--- src/rtl/mem_arb_pkg.sv ---
// Shared types and lane helpers for the core memory-port arbiter.
// Lane i of a byte_lanes_t carries word bits [8i+7:8i].
package mem_arb_pkg;

    typedef enum logic [1:0] {
        IDLE   = 2'd0,
        ACCESS = 2'd1,
        RESP   = 2'd2
    } arb_state_t;

    typedef logic [3:0][7:0] byte_lanes_t;

    typedef enum logic {
        REQ_IF = 1'b0,
        REQ_D  = 1'b1
    } req_id_t;

    function automatic byte_lanes_t pack_lanes(input logic [31:0] word);
        byte_lanes_t lanes;
        for (int i = 0; i < 4; i++) begin
            lanes[i] = word[8*i +: 8];
        end
        return lanes;
    endfunction

    function automatic logic [31:0] unpack_lanes(input byte_lanes_t lanes);
        logic [31:0] word;
        for (int i = 0; i < 4; i++) begin
            word[8*i +: 8] = lanes[i];
        end
        return word;
    endfunction

endpackage

--- src/rtl/mem_arb_prio.sv ---
// Requester selection: load/store wins contested cycles until the streak
// counter reaches DATA_STREAK_MAX, at which point fetch is forced through.
module mem_arb_prio
    import mem_arb_pkg::*;
#(
    parameter int unsigned DATA_STREAK_MAX = 4
) (
    input  logic    clk,
    input  logic    rst,
    input  logic    if_valid,
    input  logic    d_valid,
    input  logic    fire,
    output req_id_t sel
);

    localparam logic [3:0] StreakMax = 4'(DATA_STREAK_MAX);

    logic [3:0] streak_q, streak_d;

    always_comb begin
        sel = REQ_IF;
        if (d_valid && !(if_valid && (streak_q == StreakMax))) begin
            sel = REQ_D;
        end
    end

    // Only contested data grants count toward starving fetch.
    always_comb begin
        streak_d = streak_q;
        if (fire) begin
            if (sel == REQ_IF) begin
                streak_d = '0;
            end else if (if_valid && (streak_q < StreakMax)) begin
                streak_d = streak_q + 4'd1;
            end
        end
    end

    always_ff @(posedge clk or posedge rst) begin
        if (rst) begin
            streak_q <= '0;
        end else begin
            streak_q <= streak_d;
        end
    end

endmodule

--- src/rtl/mem_port_arbiter.sv ---
// Shares one fixed-latency byte-lane memory port between instruction fetch
// and load/store, one access at a time, with a response pulse per access.
module mem_port_arbiter
    import mem_arb_pkg::*;
#(
    parameter int unsigned MEM_LATENCY     = 1,
    parameter int unsigned DATA_STREAK_MAX = 4
) (
    input  logic        clk,
    input  logic        rst,
    input  logic        halt,
    input  logic        if_req_valid,
    output logic        if_req_ready,
    input  logic [31:0] if_req_addr,
    output logic        if_rsp_valid,
    output logic [31:0] if_rsp_data,
    input  logic        d_req_valid,
    output logic        d_req_ready,
    input  logic [31:0] d_req_addr,
    input  logic        d_req_we,
    input  logic [31:0] d_req_wdata,
    output logic        d_rsp_valid,
    output logic [31:0] d_rsp_data,
    output logic [31:0] mem_addr,
    output byte_lanes_t mem_data_in,
    output logic        mem_write_en,
    input  byte_lanes_t mem_data_out,
    output logic        busy
);

    localparam logic [1:0] CntLoad = 2'(MEM_LATENCY - 1);

    arb_state_t  state_q, state_d;
    logic [1:0]  cnt_q, cnt_d;
    logic [29:0] waddr_q, waddr_d;
    logic        we_q, we_d;
    logic [31:0] wdata_q, wdata_d;
    logic [31:0] rsp_q, rsp_d;
    req_id_t     id_q, id_d;

    req_id_t     sel;
    logic        grant_ok;
    logic        fire;
    logic        in_resp;
    logic        unused_addr_bits;

    // Byte offset within the word is deliberately dropped.
    assign unused_addr_bits = ^{if_req_addr[1:0], d_req_addr[1:0]};

    mem_arb_prio #(
        .DATA_STREAK_MAX(DATA_STREAK_MAX)
    ) u_prio (
        .clk     (clk),
        .rst     (rst),
        .if_valid(if_req_valid),
        .d_valid (d_req_valid),
        .fire    (fire),
        .sel     (sel)
    );

    // Readies are gated by rst so nothing is accepted while reset is held.
    assign grant_ok     = (state_q == IDLE) && !halt && !rst;
    assign if_req_ready = grant_ok && if_req_valid && (sel == REQ_IF);
    assign d_req_ready  = grant_ok && d_req_valid && (sel == REQ_D);
    assign fire         = if_req_ready || d_req_ready;

    always_comb begin
        state_d = state_q;
        cnt_d   = cnt_q;
        waddr_d = waddr_q;
        we_d    = we_q;
        wdata_d = wdata_q;
        rsp_d   = rsp_q;
        id_d    = id_q;
        unique case (state_q)
            IDLE: begin
                if (fire) begin
                    state_d = ACCESS;
                    cnt_d   = CntLoad;
                    id_d    = sel;
                    if (sel == REQ_D) begin
                        waddr_d = d_req_addr[31:2];
                        we_d    = d_req_we;
                        wdata_d = d_req_wdata;
                    end else begin
                        waddr_d = if_req_addr[31:2];
                        we_d    = 1'b0;
                        wdata_d = '0;
                    end
                end
            end
            ACCESS: begin
                if (cnt_q == 2'd0) begin
                    rsp_d   = we_q ? 32'h0 : unpack_lanes(mem_data_out);
                    state_d = RESP;
                end else begin
                    cnt_d = cnt_q - 2'd1;
                end
            end
            RESP: begin
                state_d = IDLE;
            end
            default: begin
                state_d = IDLE;
            end
        endcase
    end

    always_ff @(posedge clk or posedge rst) begin
        if (rst) begin
            state_q <= IDLE;
            cnt_q   <= '0;
            waddr_q <= '0;
            we_q    <= 1'b0;
            wdata_q <= '0;
            rsp_q   <= '0;
            id_q    <= REQ_IF;
        end else begin
            state_q <= state_d;
            cnt_q   <= cnt_d;
            waddr_q <= waddr_d;
            we_q    <= we_d;
            wdata_q <= wdata_d;
            rsp_q   <= rsp_d;
            id_q    <= id_d;
        end
    end

    // The counter still holds its load value only in the first ACCESS cycle.
    always_comb begin
        mem_addr     = '0;
        mem_data_in  = '0;
        mem_write_en = 1'b0;
        if (state_q == ACCESS) begin
            mem_addr     = {waddr_q, 2'b00};
            mem_data_in  = pack_lanes(wdata_q);
            mem_write_en = we_q && (cnt_q == CntLoad);
        end
    end

    assign busy         = (state_q != IDLE);
    assign in_resp      = (state_q == RESP);
    assign if_rsp_valid = in_resp && (id_q == REQ_IF);
    assign d_rsp_valid  = in_resp && (id_q == REQ_D);
    assign if_rsp_data  = if_rsp_valid ? rsp_q : 32'h0;
    assign d_rsp_data   = d_rsp_valid ? rsp_q : 32'h0;

endmodule

--- config.mk ---
export PLATFORM = sky130hd
export DESIGN_NAME = mem_port_arbiter
export DESIGN_NICKNAME = d
export VERILOG_FILES = /design/src/rtl/mem_arb_pkg.sv /design/src/rtl/mem_arb_prio.sv /design/src/rtl/mem_port_arbiter.sv
export SDC_FILE = /design/constraint.sdc
export NUM_CORES = 1
export LEC_CHECK = 0
export CORE_ASPECT_RATIO = 0.5
export CORE_MARGIN = 2
export CORE_UTILIZATION = 37
export DETAILED_ROUTE_END_ITERATION = 7
export PLACE_DENSITY = 0.78
export SYNTH_ARGS = -nofsm -noshare
export SYNTH_HDL_FRONTEND = slang
export SYNTH_SLANG_ARGS = --single-unit
--- constraint.sdc ---
create_clock -name clk -period 3.1 [get_ports clk]
set_input_delay 0.62 -clock clk [delete_from_list [all_inputs] [get_ports clk]]
set_output_delay 0.62 -clock clk [all_outputs]
set_load 0.01 [all_outputs]
Word level (Yosys, flattened, before mapping)
Index checks and enable logic that the tools add are counted.
{"block": "totals", "out_inout_bits": 134, "in_bits": 134, "elab_cells": 63, "ff_bits": 104}
{"block": "classes", "mux": 18, "n_bitwise": 2, "order_cmp": 1, "n_addsub": 2, "reduce_logical": 25, "n_eq_ne": 7}
{"op": "32-bit 2-to-1 mux", "n": 6}
{"op": "30-bit 2-to-1 mux", "n": 1}
{"op": "1-bit logical AND", "n": 12}
{"op": "2-bit 2-to-1 mux", "n": 4}
{"op": "4-bit 2-to-1 mux", "n": 2}
{"op": "2-bit one-hot mux with 2 select lines", "n": 2}
{"op": "2-bit AND reduction", "n": 4}
{"op": "2-bit != test (second input constant)", "n": 3}
{"op": "4-bit by 1-bit adder with 4-bit output (second input constant)", "n": 1}
{"op": "4-bit by 3-bit == test with 1-bit output (second input constant)", "n": 1}
{"op": "2-bit logical NOT", "n": 2}
{"op": "4-bit by 3-bit less-than comparator with 1-bit output (second input constant)", "n": 1}
{"op": "2-bit nonzero test", "n": 2}
{"op": "1-bit logical NOT", "n": 3}
{"op": "1-bit 2-to-1 mux", "n": 3}
{"op": "3-bit AND reduction", "n": 1}
{"op": "2-bit by 1-bit == test with 1-bit output (second input constant)", "n": 1}
{"op": "2-bit == test (second input constant)", "n": 1}
{"op": "2-bit by 1-bit != test with 1-bit output (second input constant)", "n": 1}
{"op": "1-bit inverter", "n": 2}
{"op": "2-bit by 1-bit subtractor with 2-bit output (second input constant)", "n": 1}
{"op": "1-bit logical OR", "n": 1}

Longest topological paths before layout
Gate-level depths: netlist (run 1).
{"block": "logic_depth", "word_depth": 10, "ltp_mapped": 7, "mapped_depth_nobuf": 5}

Hierarchy
From an unflattened synthesis (run 1), not the netlist that was laid out.
{"block": "unflattened", "cells_unflattened": 507, "hier_area_um2": 5470.2}
{"mod": "mem_port_arbiter", "area_per_inst_um2": 5228.8, "n_inst": 1, "cells_per_inst": 482, "seq_area_each_um2": 2502.4}
{"mod": "mem_arb_prio", "area_per_inst_um2": 241.5, "n_inst": 1, "cells_per_inst": 25, "seq_area_each_um2": 100.1}

Worst setup path after synthesis (run 1)
OpenSTA, ideal clock, no wires.
{"block": "synth_timing", "kind": "input to output", "startpoint": "in halt", "endpoint": "out if_req_ready", "arrival_time_ns": 1.511, "required_time_ns": 2.480, "path_buffers": 1, "path_slack_ns": 0.969, "cell_stages": 3, "cell_sequence": "or4_1 a21oi_2 buf_2"}
{"block": "synth_via", "elab_chain_len": 5}
{"element": "from (decl)", "line": "mem_port_arbiter.sv:11", "rtl": "input logic halt,"}
{"element": "1-bit logical NOT", "line": "mem_port_arbiter.sv:62", "rtl": "assign grant_ok = (state_q == IDLE) && !halt && !rst;"}
{"element": "1-bit logical AND (2 in series)", "line": "mem_port_arbiter.sv:62"}
{"element": "1-bit logical AND (2 in series)", "line": "mem_port_arbiter.sv:63", "rtl": "assign if_req_ready = grant_ok && if_req_valid && (sel == REQ_IF);"}
{"element": "to (decl)", "line": "mem_port_arbiter.sv:13", "rtl": "output logic if_req_ready,"}
Every way passes these cells.

Final worst setup path (run 1)
Ends and elaborated chain as after synthesis.

==> results.txt, run 1 <==
----------------------------------------------------
[Critical path]
  Worst Path Required ... 2480 ps
  Critical path's largest stage delay ... 580 ps
  Top cell family by delay on the critical path ... buffers and inverters
  Critical Path Fanout Max ... 3
  CP Class ... input pin to output pin
  Buffers plus inverters on the worst setup path ... 2
  Most common cell type on the critical path ... clkdlybuf4s50_1
  Kind of end point of the critical path ... output pin
  Cell with the largest stage delay on the worst path ... clkdlybuf4s50_1
  Startpoint Class ... input pin
  Worst path arrival time ... 2420 ps
  Crit path cell chain ... clkdlybuf4s50_1 > or4_1 > a21oi_4 > clkdlybuf4s50_1

[Drt]
  Wire length per cell after detailed routing ... 14.8 microns
  DRT iter0 DRCs ... between 300 and 400
  Wl on met1 ... 6.38 mm
  Number of nets with antenna violations after detailed routing ... 0
  Met2 wire len ... 7.54 mm
  Top routing layer in use ... met4
  Post-DR vias/cell ... 4.68
  Total number of vias ... 4708
  Detailed-route DRC error count ... 0
  Met3 wire length ... 676 microns
  Number of detailed-route iterations in the first pass ... 6
  Wire length reported by the detailed router ... 14.9 mm

[Cells and area]
  Register cell area after layout ... roughly 0.0026 sq mm
  Count of fill cells added during filler insertion ... 1152
  Layout Nets ... 946
  Area of the multi-input gates ... ~0.0022 sq mm
  ANT cells ... 0
  Ratio of cells with drive above 1 in the final layout ... 0.0516
  Layout Area Growth over Synthesis ... 59.1%

[Timing]
  Highest achievable clock rate ... 329 MHz
  Worst clock skew ... around 7.6 ps
  Final total negative setup slack ... 0 ps
  Max_slew headroom ... 0.434
  Hold slack ... 489 ps
  RSZ-0062 raised after global routing ... false
  Transition time at the pin with the least slew margin ... 847 ps
  Final Hold Vio Count ... 0
  Min Tclk post-route ... 3040 ps
  Fin crit share ... 0.982
  Pins Over Slew Limit ... 0
  Final setup violating endpoints ... 0

[Synthesis]
  Netlist cell types ... 34
  Number of synthesized flops with an enable pin ... 0
  Adder-cell share of the synthesized area ... 0.00707
  Share of the synthesized netlist area taken by xor and xnor gates ... 0
  Compound-cell area share of the yosys netlist ... 0.157
  Synth Area in Simple Gates ... 0.233
  Post-synthesis async set-or-reset flop share ... 1.00
  Multiplexer area fraction after synthesis ... 0.00401
  Synth Flop Type ... dfrtp_1
  Post-synthesis instance total ... 562
  Mean cell area of the mapped netlist ... 9.45 sq um
  Register area share after synthesis ... 0.490
  FF+latch count, synth ... 104
  Top cell type by total area after synthesis ... dfrtp_1
  Synth Cell Area ... 0.00531 sq mm
  Leading cell types by total area after synthesis ... dfrtp_1, and2_1, inv_1, a22o_1, a222oi_1
  Combinational family with the most area after synthesis ... simple AND/OR/NAND/NOR gates
  Warning count from the yosys run ... 0
  Top cell type's share of synthesized area ... 0.490

[Pwr]
  Total power after layout ... 3.85 mW
  Static leakage ... between 3 and 4 nW
  Peak supply drop ... 0.360 mV
  Power per cell area ... 456 mW/mm^2

[Job]
  Number of max-cap violations ... 0

[Place]
  Count of buffers inserted at the top-level ports ... between 200 and 300
  Placer congestion estimate ... 0.784
  Half-perimeter wire length of the detailed placement result ... 10.9 mm

[Clock network]
  TritonCTS Buffers ... 9
  Clock H-tree levels ... 3
  Number of buffers inserted by hold repair at cts ... 0
  Root Buffer Master ... clkbuf_16
  Worst-skew pair later-pin latency ... 340 ps
  TritonCTS sink count ... 104
  Post-CTS clock slew at the launch and capture registers of the worst setup and hold paths ... approximately 70 ps
  Buffer depth of the longest clock path ... 2
  Clock tree from TritonCTS ... yes

[Global routing]
  Number of antenna violations at the first check in global routing ... 0
  Vias in the first global route ... 4580
  All-Layer GR Usage ... 0.192
  First-pass GRT wire length ... 23.5 mm
  GRT Residual Overflow ... 0
  Pin count of the biggest net entering global routing ... 65

[Die]
  Number of placement rows ... 30
  Die Footprint ... 0.0154 sq mm
  Floorplan die width ... 173 microns
  Die span in y ... 88.7 microns
  Core area ... ~0.014 sq mm
  I/O Pins ... 268
  Starting utilization of the core area ... 0.385

[Hold path]
  Min-delay worst type ... flop to flop

[Run status]
  Status ... complete, no violations

----------------------------------------------------
==> power breakdown <==
part	internal (mW)	switching [mW]	total [mW]
combinational	0.533	0.360	0.893
clock	0.636	0.531	1.17
sequential	1.63	0.158	1.79
==> area by class of cell <==
cell class,instances,area share
Tap cell,192,0.0284
Sequential cell,104,0.308
Clock buffer,9,0.0267
Inverter,97,0.0435
Clock inverter,7,0.00918
Multi-Input combinational cell,320,0.256
Timing Repair Buffer,277,0.328
==> per-layer routing <==
metal	global-route usage	up-vias
li1	-	2313
met2	0.351	149
met5	0	-
met4	0.0593	0
met3	0.0382	27
met1	0.234	2219
==> cells by family after synthesis <==
logic type,after synthesis
AO/OA/AOI/OAI,106
adder cells (fa/ha/maj),3
buffers and inverters,139
flip-flops,104
multiplexers,2
other,1
AND/OR/NAND/NOR,207
==> state kept, by name (all words and copies together), names as in the netlist <==
register / flops
rsp_q: 32
wdata_q: 32
waddr_q: 30
u_prio.streak_q: 4
cnt_q: 2
state_q: 2
id_q: 1
we_q: 1
==> placed cells by master, fill, tap and decap left out, drive strengths merged, types with 2 or more instances in the layout <==
cell	instances
conb	2
nand2b	33
nand2	33
and3b	2
inv	99
a22o	35
and3	2
clkinv	2
clkinvlp	2
o211ai	2
buf	16
clkbuf	9
o21ai	35
nor2	2
a222oi	30
dfrtp	104
ha	3
clkdlybuf4s50	261
and2	126
==> worst register-to-register path, delay by kind of cell (launching register included) <==
family | cells | cell delay, ps
buffers and inverters | 1 | 360
AND/OR/NAND/NOR | 1 | 640
AO/OA/AOI/OAI | 2 | 370
flip-flops | 1 | 500
==> synth_stat cells (3+ instances only) <==
library cell	number
buf_4	5
o21ai_0	34
buf_2	8
buf_6	3
a22o_1	35
clkbuf_1	26
a222oi_1	30
nand2b_1	33
nand2_1	33
dfrtp_1	104
and2_1	126
ha_1	3
inv_1	97
==> through the flow <==
stage	utilization	worst slack, ps	std cells	cell area, sq um
floorplan	-	969	563	5320
global placement	0.591	22.2	990	8140
detailed placement	0.591	19.7	990	8140
CTS	0.613	10.9	1006	8440
global route	0.613	8.87	1006	8450
finish	0.613	56.5	1006	8450
==> final timing paths <==
| check | slack (ps) | to | from | cells after the start |
|---|---|---|---|---|
| hold reg to reg | 490 | rsp_q[12]$_DFFE_PP0P_ | rsp_q[12]$_DFFE_PP0P_ | 2 |
| setup / recovery | 60 | if_req_ready | halt | 4 |
| max in group asynchronous | 1600 | waddr_q[6]$_DFFE_PP0P_ | rst | 4 |
| hold / removal | 490 | rsp_q[12]$_DFFE_PP0P_ | rsp_q[12]$_DFFE_PP0P_ | 2 |
| min in group asynchronous | 830 | cnt_q[1]$_DFFE_PP0P_ | rst | 3 |
| setup reg to reg | 1060 | waddr_q[6]$_DFFE_PP0P_ | state_q[1]$_DFFE_PP0P_ | 4 |
==> repair_timing <==
item | CTS | global route
resized for setup | 0 | 1
setup endpoints to repair | 0 | 1
setup buffers | 0 | 0
Note: power is estimated with default switching activity, not from simulation.
==> inputs of run 2 (changes only) <==
Settings changed: CORE_ASPECT_RATIO 0.5 to unset.
==> run 2 against run 1 <==
Register-to-register slack better by 20 ps. Via count rose by 1.6%. Core utilization shrank 1.0 points. Critical path type is now flop to output pin. Critical endpoint is now if_rsp_data[20]. Highest routed layer unchanged.
==> results.txt, run 2 (synthesis results as in run 1) <==
----------------------------------------------------
[Critical path]
  Startpoint Class ... flop
  Critical Path Fanout Max ... 30 (+27)
  Kind of end point of the critical path ... output pin
  Worst Path Required ... 2480 ps (about the same)
  CP Class ... flop to output pin
  FF-to-FF path depth ... 4 (unchanged)
  Worst path arrival time ... 2250 ps (-170 ps)

[Clock network]
  TritonCTS sink count ... 104 (unchanged)
  Buffer depth of the longest clock path ... 2 (unchanged)
  Worst-skew pair later-pin latency ... 350 ps (about the same)
  Number of buffers inserted by hold repair at cts ... 0 (unchanged)
  TritonCTS Buffers ... 9 (unchanged)
  Clock tree from TritonCTS ... yes
  Post-CTS clock slew at the launch and capture registers of the worst setup and hold paths ... 70 ps (about the same)
  Clock H-tree levels ... 3 (unchanged)
  Root Buffer Master ... clkbuf_16

[Place]
  Half-perimeter wire length of the detailed placement result ... 11.1 mm (+1.2%)
  Placer congestion estimate ... 0.786 (+0.22%)
  Count of buffers inserted at the top-level ports ... 261 (unchanged)

[Global routing]
  All-Layer GR Usage ... 0.195 (+0.00307)
  GRT Residual Overflow ... 0 (unchanged)
  First-pass GRT wire length ... 23.3 mm (-0.79%)
  Number of antenna violations at the first check in global routing ... 0 (unchanged)
  Vias in the first global route ... 4847 (+5.8%)
  Pin count of the biggest net entering global routing ... 65 (unchanged)

[Drt]
  DRT iter0 DRCs ... 265 (-20%)
  Post-DR vias/cell ... 4.82 (+3.0%)
  Wire length reported by the detailed router ... 14.9 mm (about the same)
  Detailed-route DRC error count ... 0 (unchanged)
  Wire length per cell after detailed routing ... 15.0 microns (+1.4%)
  Number of nets with antenna violations after detailed routing ... 0 (unchanged)
  Total number of vias ... 4782 (+1.6%)
  Number of detailed-route iterations in the first pass ... 7 (+1)

[Pwr]
  Static leakage ... 3.89 nW (about the same)
  Peak supply drop ... 0.233 mV (-35%)
  Power per cell area ... 454 mW/mm^2 (-0.42%)

[Die]
  Die span in y ... 124 microns (+40%)
  Core area ... 0.0139 sq mm (+1.2%)
  I/O Pins ... 268 (unchanged)
  Number of placement rows ... 43 (+43%)
  Die Footprint ... 0.0153 sq mm (-0.38%)
  Starting utilization of the core area ... 0.381 (-0.00440)
  Floorplan die width ... 124 microns (-29%)

[Cells and area]
  ANT cells ... 0 (unchanged)
  Count of fill cells added during filler insertion ... 1168 (+1.4%)
  Core utilization of the finished layout ... 0.603 (-0.0105)
  Most common cell after layout, fill and taps aside ... clkdlybuf4s50_1
  Layout Area Growth over Synthesis ... 58.2%
  Commonest non-fill, non-tap cells in the layout ... clkdlybuf4s50_1, and2_1, dfrtp_1, inv_1, a22o_1
  Ratio of cells with drive above 1 in the final layout ... 0.0493 (-0.00234)
  Largest registers ... rsp_q x32, wdata_q x32, waddr_q x30
  Layout Nets ... 944 (-0.21%)

[Timing]
  Final setup violating endpoints ... 0 (unchanged)
  Max_slew headroom ... 0.305 (-0.129)
  Final total negative setup slack ... 0 ps (unchanged)
  Min Tclk post-route ... 2870 ps (-174 ps)
  Pins Over Slew Limit ... 0 (unchanged)
  RSZ-0062 raised after global routing ... false
  Worst clock skew ... 11.9 ps (+4.30 ps)
  Fin crit share ... 0.926 (-0.0560)
  Final Hold Vio Count ... 0 (unchanged)
  Transition time at the pin with the least slew margin ... 1040 ps (+193 ps)
  Highest achievable clock rate ... 348 MHz (+6.1%)
  Hold slack ... 488 ps (-1.30 ps)

[Job]
  Number of max-cap violations ... 0 (unchanged)

[Hold path]
  Instance count along the most critical hold path ... 1 (-1)
  Min-delay worst type ... flop to flop

[Run status]
  Status ... complete, no violations

----------------------------------------------------
## run 2: critical path, cell delays in order, from the launching register on
cell and delay, ps:
dfrtp_1 520, nor3b_2 360, buf_4 310, and2_1 180, clkdlybuf4s50_1 540
## run 2: timing repair
item | CTS | global route
setup buffers | 0 | 0
hold endpoints to repair | 0 | 0
resized for setup | 0 | 1
setup endpoints to repair | 0 | 1
## run 2: worst paths after layout
kind	startpoint	endpoint	slack (ps)
worst max-delay path	state_q[1]$_DFFE_PP0P_	if_rsp_data[20]	230
max in group asynchronous	rst	waddr_q[25]$_DFFE_PP0P_	1960
worst min register to register	cnt_q[0]$_DFFE_PP0P_	cnt_q[0]$_DFFE_PP0P_	490
worst max register to register	state_q[0]$_DFFE_PP0P_	waddr_q[6]$_DFFE_PP0P_	1080
worst min-delay path	cnt_q[0]$_DFFE_PP0P_	cnt_q[0]$_DFFE_PP0P_	490
min in group asynchronous	rst	rsp_q[21]$_DFFE_PP0P_	820
## run 2: layer usage
layer / GRT usage / wire [microns] / vias to the layer above
li1: - / - / 2311
met1: 0.229 / 5990 / 2248
met2: 0.342 / 7320 / 209
met3: 0.0604 / 1380 / 14
met4: 0.0561 / 229 / 0
met5: 0 / 0 / -
## run 2: area by class of cell
type / count / area (sq um) / area share
Timing Repair Buffer: 275 / 2750 / 0.327
Clock buffer: 10 / 239 / 0.0284
Clock inverter: 6 / 62.6 / 0.00745
Inverter: 97 / 368 / 0.0438
Tap cell: 180 / 225 / 0.0268
Multi-Input combinational cell: 320 / 2160 / 0.257
Sequential cell: 104 / 2600 / 0.310
## run 2: power by group
group / switching [mW] / internal [mW] / total (mW) / leakage (nW)
clock: 0.533 / 0.587 / 1.12 / 0.148
sequential: 0.169 / 1.63 / 1.80 / 1.27
combinational: 0.362 / 0.529 / 0.891 / 2.47
total: 1.06 / 2.75 / 3.81 / 3.89
## run 2: through the flow
step	setup WS (ps)	area (sq um)	total power, mW	instances
final	230	8400	3.81	992
after global routing	96.5	8400	4.05	992
after CTS	13.7	8400	3.86	992
after detailed placement	33.9	8100	2.73	976
after global placement	21.7	8100	2.68	976
after floorplan	969	5320	2.26	563
